### config.mk
export PLATFORM = sky130hd
export DESIGN_NAME = store_drain_unit
export DESIGN_NICKNAME = d
export VERILOG_FILES = /design/src/rtl/store_drain_unit_pkg.sv /design/src/rtl/store_drain_unit_lane_pack.sv /design/src/rtl/store_drain_unit.sv
export SDC_FILE = /design/constraint.sdc
export NUM_CORES = 1
export LEC_CHECK = 0
export ABC_AREA = 1
export ABC_CLOCK_PERIOD_IN_PS = 1600
export CELL_PAD_IN_SITES_DETAIL_PLACEMENT = 1
export CELL_PAD_IN_SITES_GLOBAL_PLACEMENT = 2
export CORE_MARGIN = 2
export CORE_UTILIZATION = 10
export CTS_CLUSTER_DIAMETER = 120
export DETAILED_ROUTE_END_ITERATION = 10
export PLACE_DENSITY_LB_ADDON = 0.1
export SLEW_MARGIN = 10
export SYNTH_ARGS = -nofsm -noshare
export SYNTH_HDL_FRONTEND = slang
export SYNTH_SLANG_ARGS = --single-unit
### constraint.sdc
create_clock -name clock -period 1.6 [get_ports clock]
set_input_delay 0.32 -clock clock [delete_from_list [all_inputs] [get_ports clock]]
set_output_delay 0.32 -clock clock [all_outputs]
set_load 0.02 [all_outputs]
### src/rtl/store_drain_unit_pkg.sv
// Shared types for the retired-store drain path: buffer entry, bus encodings, drain FSM states.
// Optional statistics counters in the top are enabled with STORE_DRAIN_STATS_EN.
package store_drain_unit_pkg;

    localparam int TIMEOUT_DEFAULT = 64;

    typedef struct packed {
        logic [31:0] addr;
        logic [31:0] value;
    } SQ_ENTRY_PACKET;

    typedef enum logic [1:0] {
        BUS_NONE  = 2'h0,
        BUS_LOAD  = 2'h1,
        BUS_STORE = 2'h2
    } BUS_COMMAND;

    typedef enum logic [1:0] {
        BYTE   = 2'h0,
        HALF   = 2'h1,
        WORD   = 2'h2,
        DOUBLE = 2'h3
    } MEM_SIZE;

    typedef enum logic [1:0] {
        IDLE = 2'h0,
        REQ  = 2'h1,
        POP  = 2'h2
    } drain_state_e;

endpackage

### src/rtl/store_drain_unit_lane_pack.sv
// Places a 32-bit store value into its lane of the 64-bit bus word and aligns the address.
module store_lane_pack (
    input  logic [31:0] addr_i,
    input  logic [31:0] value_i,
    output logic [31:0] addr_o,
    output logic [63:0] data_o
);

    assign addr_o = {addr_i[31:3], 3'b000};
    assign data_o = addr_i[2] ? {value_i, 32'h0000_0000} : {32'h0000_0000, value_i};

endmodule

### src/rtl/store_drain_unit.sv
// Drains committed stores from the retire buffer head onto the memory bus, yielding to loads.
// Define STORE_DRAIN_STATS_EN to add the stat_stores / stat_stall_cycles debug counters.
module store_drain_unit
    import store_drain_unit_pkg::*;
#(
    parameter int TIMEOUT = TIMEOUT_DEFAULT,
    parameter int CNT_W   = 16
) (
    input  logic           clock,
    input  logic           reset,
    input  logic           sb_empty,
    input  SQ_ENTRY_PACKET sb_entry,
    output logic           sb_rd_en,
    input  logic           ld_req,
    output BUS_COMMAND     proc2mem_command,
    output logic [31:0]    proc2mem_addr,
    output logic [63:0]    proc2mem_data,
    output MEM_SIZE        proc2mem_size,
    input  logic [3:0]     mem2proc_response,
    output logic           st_bus_busy,
    output logic           drained,
    output logic           timeout_err
`ifdef STORE_DRAIN_STATS_EN
    ,
    output logic [CNT_W-1:0] stat_stores,
    output logic [CNT_W-1:0] stat_stall_cycles
`endif
);

    localparam int STALL_W = $clog2(TIMEOUT + 1);
    localparam logic [STALL_W-1:0] STALL_MAX = STALL_W'(TIMEOUT);

    drain_state_e       state_q, state_d;
    logic [STALL_W-1:0] stall_q, stall_d;
    logic               timeout_err_q, timeout_err_d;
    logic [31:0]        pack_addr;
    logic [63:0]        pack_data;
    logic               driving;
    logic               accepted;

    store_lane_pack u_lane_pack (
        .addr_i  (sb_entry.addr),
        .value_i (sb_entry.value),
        .addr_o  (pack_addr),
        .data_o  (pack_data)
    );

    always_ff @(posedge clock or posedge reset) begin
        if (reset) begin
            state_q       <= IDLE;
            stall_q       <= '0;
            timeout_err_q <= 1'b0;
        end else begin
            state_q       <= state_d;
            stall_q       <= stall_d;
            timeout_err_q <= timeout_err_d;
        end
    end

    always_comb begin
        state_d          = state_q;
        stall_d          = stall_q;
        timeout_err_d    = timeout_err_q;
        driving          = 1'b0;
        accepted         = 1'b0;
        sb_rd_en         = 1'b0;
        proc2mem_command = BUS_NONE;
        proc2mem_addr    = '0;
        proc2mem_data    = '0;
        st_bus_busy      = 1'b0;
        case (state_q)
            IDLE: begin
                if (!sb_empty && !ld_req) state_d = REQ;
            end
            REQ: begin
                // An empty head here can only mean the buffer was flushed under us; never pop it.
                if (sb_empty) begin
                    state_d = IDLE;
                end else begin
                    driving  = !ld_req;
                    accepted = driving && (mem2proc_response != 4'h0);
                    if (driving) begin
                        proc2mem_command = BUS_STORE;
                        proc2mem_addr    = pack_addr;
                        proc2mem_data    = pack_data;
                        st_bus_busy      = 1'b1;
                    end
                    if (accepted) begin
                        sb_rd_en = 1'b1;
                        stall_d  = '0;
                        state_d  = POP;
                    end else if (stall_q != STALL_MAX) begin
                        stall_d = stall_q + 1'b1;
                    end
                    if (stall_d == STALL_MAX) timeout_err_d = 1'b1;
                end
            end
            POP: begin
                state_d = IDLE;
            end
            default: begin
                state_d = IDLE;
            end
        endcase
    end

    assign proc2mem_size = WORD;
    assign drained       = (state_q == IDLE) && sb_empty;
    assign timeout_err   = timeout_err_q;

`ifdef STORE_DRAIN_STATS_EN
    logic [CNT_W-1:0] stat_stores_q;
    logic [CNT_W-1:0] stat_stall_q;
    logic             stall_cycle;

    // Yield cycles count as stalls: the store is pending but not on the bus.
    assign stall_cycle = (state_q == REQ) && !sb_empty && !accepted;

    always_ff @(posedge clock or posedge reset) begin
        if (reset) begin
            stat_stores_q <= '0;
            stat_stall_q  <= '0;
        end else begin
            if (accepted && (stat_stores_q != '1)) stat_stores_q <= stat_stores_q + 1'b1;
            if (stall_cycle && (stat_stall_q != '1)) stat_stall_q <= stat_stall_q + 1'b1;
        end
    end

    assign stat_stores       = stat_stores_q;
    assign stat_stall_cycles = stat_stall_q;
`endif

endmodule

Word level (Yosys, flattened, before mapping)
Index checks and enable logic that the tools add are counted.
{ "classes": {"add_sub_neg": 1, "n_eq_ne": 5, "muxes": 24, "bitwise": 1, "n_reduce_logical": 10} }
{ "ops": {"columns": ["op", "count"], "rows": [
  ["$mux W64", 4],
  ["$mux W32", 3],
  ["$mux W7", 4],
  ["$mux W2", 6],
  ["$add A7 B1 Y7 const B", 1],
  ["$eq A7 B7 Y1 const B", 1],
  ["$ne A7 B7 Y1 const B", 1],
  ["$mux W1", 6],
  ["$pmux W2 S2", 1],
  ["$reduce_and A2 Y1", 2],
  ["$reduce_bool A4 Y1", 1],
  ["$logic_and A1 B1 Y1", 3],
  ["$ne A3 B3 Y1 const B", 1],
  ["$reduce_and A3 Y1", 1],
  ["$eq A2 B1 Y1 const B", 1],
  ["$logic_not A1 Y1", 2],
  ["$logic_not A2 Y1", 1],
  ["$ne A2 B2 Y1 const B", 1],
  ["$not A1 Y1", 1]
]} }
{ "word_totals": {"register_bits": 10, "input_bits": 72, "output_inout_bits": 104, "wordCells": 44} }

Depth between registers and ports, before layout
{ "logic_depth": {"ltp_word": 7, "mapped_depth": 11, "ltp_nobuf": 11} }

Hierarchy
From an unflattened synthesis, not the netlist that was laid out.
{ "unflattened": {"cells_unflattened": 470, "area_unflattened_um2": 2602.5} }
{ "by_module_without_submodules": {"columns": ["module", "n_inst", "cells_per_inst", "area_per_inst_um2", "seq_area_each_um2"], "rows": [
  ["store_drain_unit", 1, 302, 1799.2, 250.2],
  ["store_lane_pack", 1, 168, 803.3, 0.0]
]} }

Least setup slack after synthesis
No wires, ideal clock.
{ "synth_timing": {"path_type": "register -> output", "start": "register state_q[1]", "end": "output proc2mem_data[22]", "arrival_time_ns": 1.430, "t_required_ns": 1.280, "setup_slack_ns": -0.150, "path_stages_with_launch": 7, "n_path_buf": 1, "cell_sequence": "dfrtp_1 -> nor3_4 -> inv_2 -> nor2_8 -> nand2_4 -> buf_6 -> nor2_1"} }
{ "synth_between": {"elab_chain_len": 2} }
{ "synth_lines": {"columns": ["item", "line_no", "text"], "rows": [
  ["start, declared", "store_drain_unit.sv:33", "drain_state_e state_q, state_d;"],
  ["start signal, assigned", "store_drain_unit.sv:54", "state_q <= state_d;"],
  ["$eq A2 B1 Y1", "store_drain_unit.sv:71", "case (state_q)"],
  ["$mux W64", "store_drain_unit.sv:71", null],
  ["end, declared", "store_drain_unit.sv:17", "output logic [63:0] proc2mem_data,"]
]} }
Every way passes these cells.

Worst setup path after layout
{ "layout_timing": {"start": "register state_q[0]", "end": "output proc2mem_data[54]"} }
The elaborated chain is that of the path after synthesis.

==> impl_metrics.toml <==
[outcome]
run_status = "complete, but fails checks"
violated_checks = "negative setup slack"

[sta]
clock-skew-final_ns = 0.000918
setup_slack_ns = -0.310
post_route_clock_period_utilization_pct = 119
post-route-min-period_ns = 1.91
hold_slack_ns = 0.402
slew_viol_final = 0
timing.fmax_mhz = 523
finalSetupViolCount = 96
rsz0062_at_grt = "yes"
hold_violations = 0

[critical_path]
worst_ep_arrival_time_ns = 1.59
timing.critical_path.from_type = "flip-flop"
worst-path-max-fanout = 14
timing.reg2reg.setup_slack_ns = 0.08
timing.critical_path.slowest_stage_cell = "sky130_fd_sc_hd__dfrtp_1"
crit_path_cell_trace = "inv_2, nor3_4, inv_2, nor2_8, nand2_4, buf_12, nor2_2, buf_6"
timing.critical_path.buf_inv = 4
worst_setup_path_end_kind = "output pin"
cp_num_cells = 8
type_of_the_worst_setup_path = "flip-flop to output pin"
worst_ep_required_time_ns = 1.28
reg2reg_depth = 10
critPathTopFamily = "simple AND/OR/NAND/NOR gates"
crit_path_top_cell_by_count = "sky130_fd_sc_hd__inv_2"
largest_stage_delay_on_the_critical_path_ns = 0.35

[synth]
yosys_warnings = 0
synth_enable_flop_cells = 0
synth_xor_xnor_area_share_pct = 0.604
synth.ff_latch_count = 10
synth-compound-area-share_pct = 3.37
synth.top_cells.by_area = "sky130_fd_sc_hd__nor2_1 25%, sky130_fd_sc_hd__inv_1 20%, sky130_fd_sc_hd__dfrtp_1 17%, sky130_fd_sc_hd__buf_6 7.0%, sky130_fd_sc_hd__nand2_1 6.0%"
combinational_family_with_the_most_area_after_synthesis = "simple AND/OR/NAND/NOR gates"
ys_types = 24
yosysSeqAreaShare_pct = 17.3
postSynthCellCount = 269
prevailing_post_synth_register_cell = "sky130_fd_sc_hd__dfrtp_1"
post-synth-top-count-cell = "sky130_fd_sc_hd__nor2_1"
synth_adder_area_share_pct = 1.73
syn-mean-instance-area_um2 = 5.39
post-synth-top-area-cell = "sky130_fd_sc_hd__nor2_1"
yosys-top-cells-count = "98 x sky130_fd_sc_hd__nor2_1, 76 x sky130_fd_sc_hd__inv_1, 23 x sky130_fd_sc_hd__nand2_1"
synth_top_area_share_pct = 25.4
synth.mux.area_fraction_pct = 0
async_flop_share_pct = 100
area_of_the_mapped_netlist_um2 = 1450
post_synth_and_or_nand_nor_area_fraction_pct = 45.1

[clock_tree]
cts_inserted_buffers = 3
hold_buffers = 0
path_clk_slew_ns = 0.04
cts_sinks = 10
ctsHtreeMaxLevel = 1
cts-root-buf = "sky130_fd_sc_hd__clkbuf_16"
clk_latency_ns = 0.24
tritoncts_clock_tree = "yes"
number_of_buffers_between_clock_root_and_the_deepest_sink = 2

[routing]
post_detailed_route_wirelength_per_cell_um = 12.8
drtIter0Drc = 39
route.detailed.drc = 0
antenna_violating_nets_post_route = 0
vias = 2272
average_vias_per_placed_instance = 3.54
dr.pass1.iters = 4
drt-total-wl_mm = 8.19

[floorplanning]
standard_cell_core_area_um2 = 14000
die-width_um = 124
pin_count = 176
initial_core_util_pct = 10.3
die_h_um = 124
die_area_um2 = 15500
num_rows = 43

[global_route]
grt_pass1_wl_mm = 12.7
grt_start_max_net_pins = 18
first_global_vias = 2387
globalRouteTotalUtil_pct = 10.1
overflow = 0
grt_antenna_before_repair = 0

[pwr]
power-per-cell-area_nw_per_um2 = 417
cellLeakagePower_nw = 2.04
ir_worst_vdd_uv = 220

[layout]
fraction_of_layout_instances_using_a_drive_strength_above_1_pct = 53.2
seqCellArea_um2 = 251
antenna_cells = 0
layout_overhead_on_the_synthesized_area_pct = 188
n_fill_cell = 1675
multiInputGateArea_um2 = 1220
final_net_count = 537

[worst_hold_path]
holdCritPathClass = "primary input to asynchronous set/reset pin"

[placed_design]
detailedPlacementHpwl_mm = 6.77
port_buffers = 167
gpl.final_weighted_congestion = 0.714
dpl_worst_slack_ns = -0.979

[job]
maxCapViolCount = 0
## state kept, by name, indices dropped and copies added, names as in the netlist
name and cells:
state_q 2, stall_q 7, timeout_err 1
## metrics by stage
stage | TNS [ns] | instances | power (mW) | instance area (um2) | utilization [%]
after CTS | -34.47 | 636 | 1.68 | 3940 | 28.1
after global placement | -93.09 | 628 | 1.13 | 3770 | 26.9
after detailed placement | -91.08 | 628 | 1.13 | 3770 | 26.9
after floorplan | -5.62 | 273 | 0.732 | 1750 | -
final | -27.01 | 642 | 1.74 | 4170 | 29.7
after global routing | -38.22 | 642 | 1.87 | 4170 | 29.7
## per-layer routing
metal / up-vias / global-route usage [%] / part of all wire [%]
met1: 1037 / 10.6 / 36
met2: 101 / 18.2 / 51
met4: 0 / 2.12 / 0.82
met5: - / 0 / 0
met3: 4 / 4.94 / 12
li1: 1130 / - / -
## power by group
| group | switching (mW) | internal (mW) | leakage, nW |
|---|---|---|---|
| registers | 0.0509 | 0.293 | 0.129 |
| logic | 0.442 | 0.445 | 1.87 |
| clock network | 0.130 | 0.377 | 0.0442 |
## cells by family after synthesis
| group | count (synthesis) |
|---|---|
| buffers and inverters | 96 |
| XOR/XNOR | 1 |
| AO/OA/AOI/OAI | 9 |
| other | 2 |
| flip-flops | 10 |
| adder cells (fa/ha/maj) | 2 |
| AND/OR/NAND/NOR | 149 |
## timing repair
item / 4_1_cts / 5_1_grt
pin swaps: 3 / 4
cloned: 0 / 2
buffers inserted: 4 / 4
endpoints found under the setup margin: 102 / 102
resized for setup: 554 / 43
## path summary, 6_finish.rpt
kind | startpoint | endpoint
worst min-delay path | reset | stall_q[5]$_DFFE_PP0P_
worst min register to register | timeout_err$_DFFE_PP0P_ | timeout_err$_DFFE_PP0P_
worst max register to register | state_q[0]$_DFFE_PP0P_ | stall_q[1]$_DFFE_PP0P_
max in group asynchronous | reset | stall_q[0]$_DFFE_PP0P_
min in group clock | timeout_err$_DFFE_PP0P_ | timeout_err$_DFFE_PP0P_
worst max-delay path | state_q[0]$_DFFE_PP0P_ | proc2mem_data[54]
## cell usage in the layout, fill, tap and decap left out, drive strengths merged
master,instances
dfrtp,10
or2,1
xor2,1
buf,131
nand3,11
dlygate4sd2,2
ha,2
conb,6
o31ai,1
inv,78
clkdlybuf4s50,68
o22ai,1
nand4,4
nor2,105
nand2,26
o21ai,7
clkbuf,6
nor3,2
## final cells by class
type	count	area share, %
tap	180	5.40
sequential	10	6.03
inverter	78	7.08
timing repair buffer	203	50.0
multi-input combinational	167	29.3
clock buffer	4	2.13
Power figures use the tool's default switching activity.
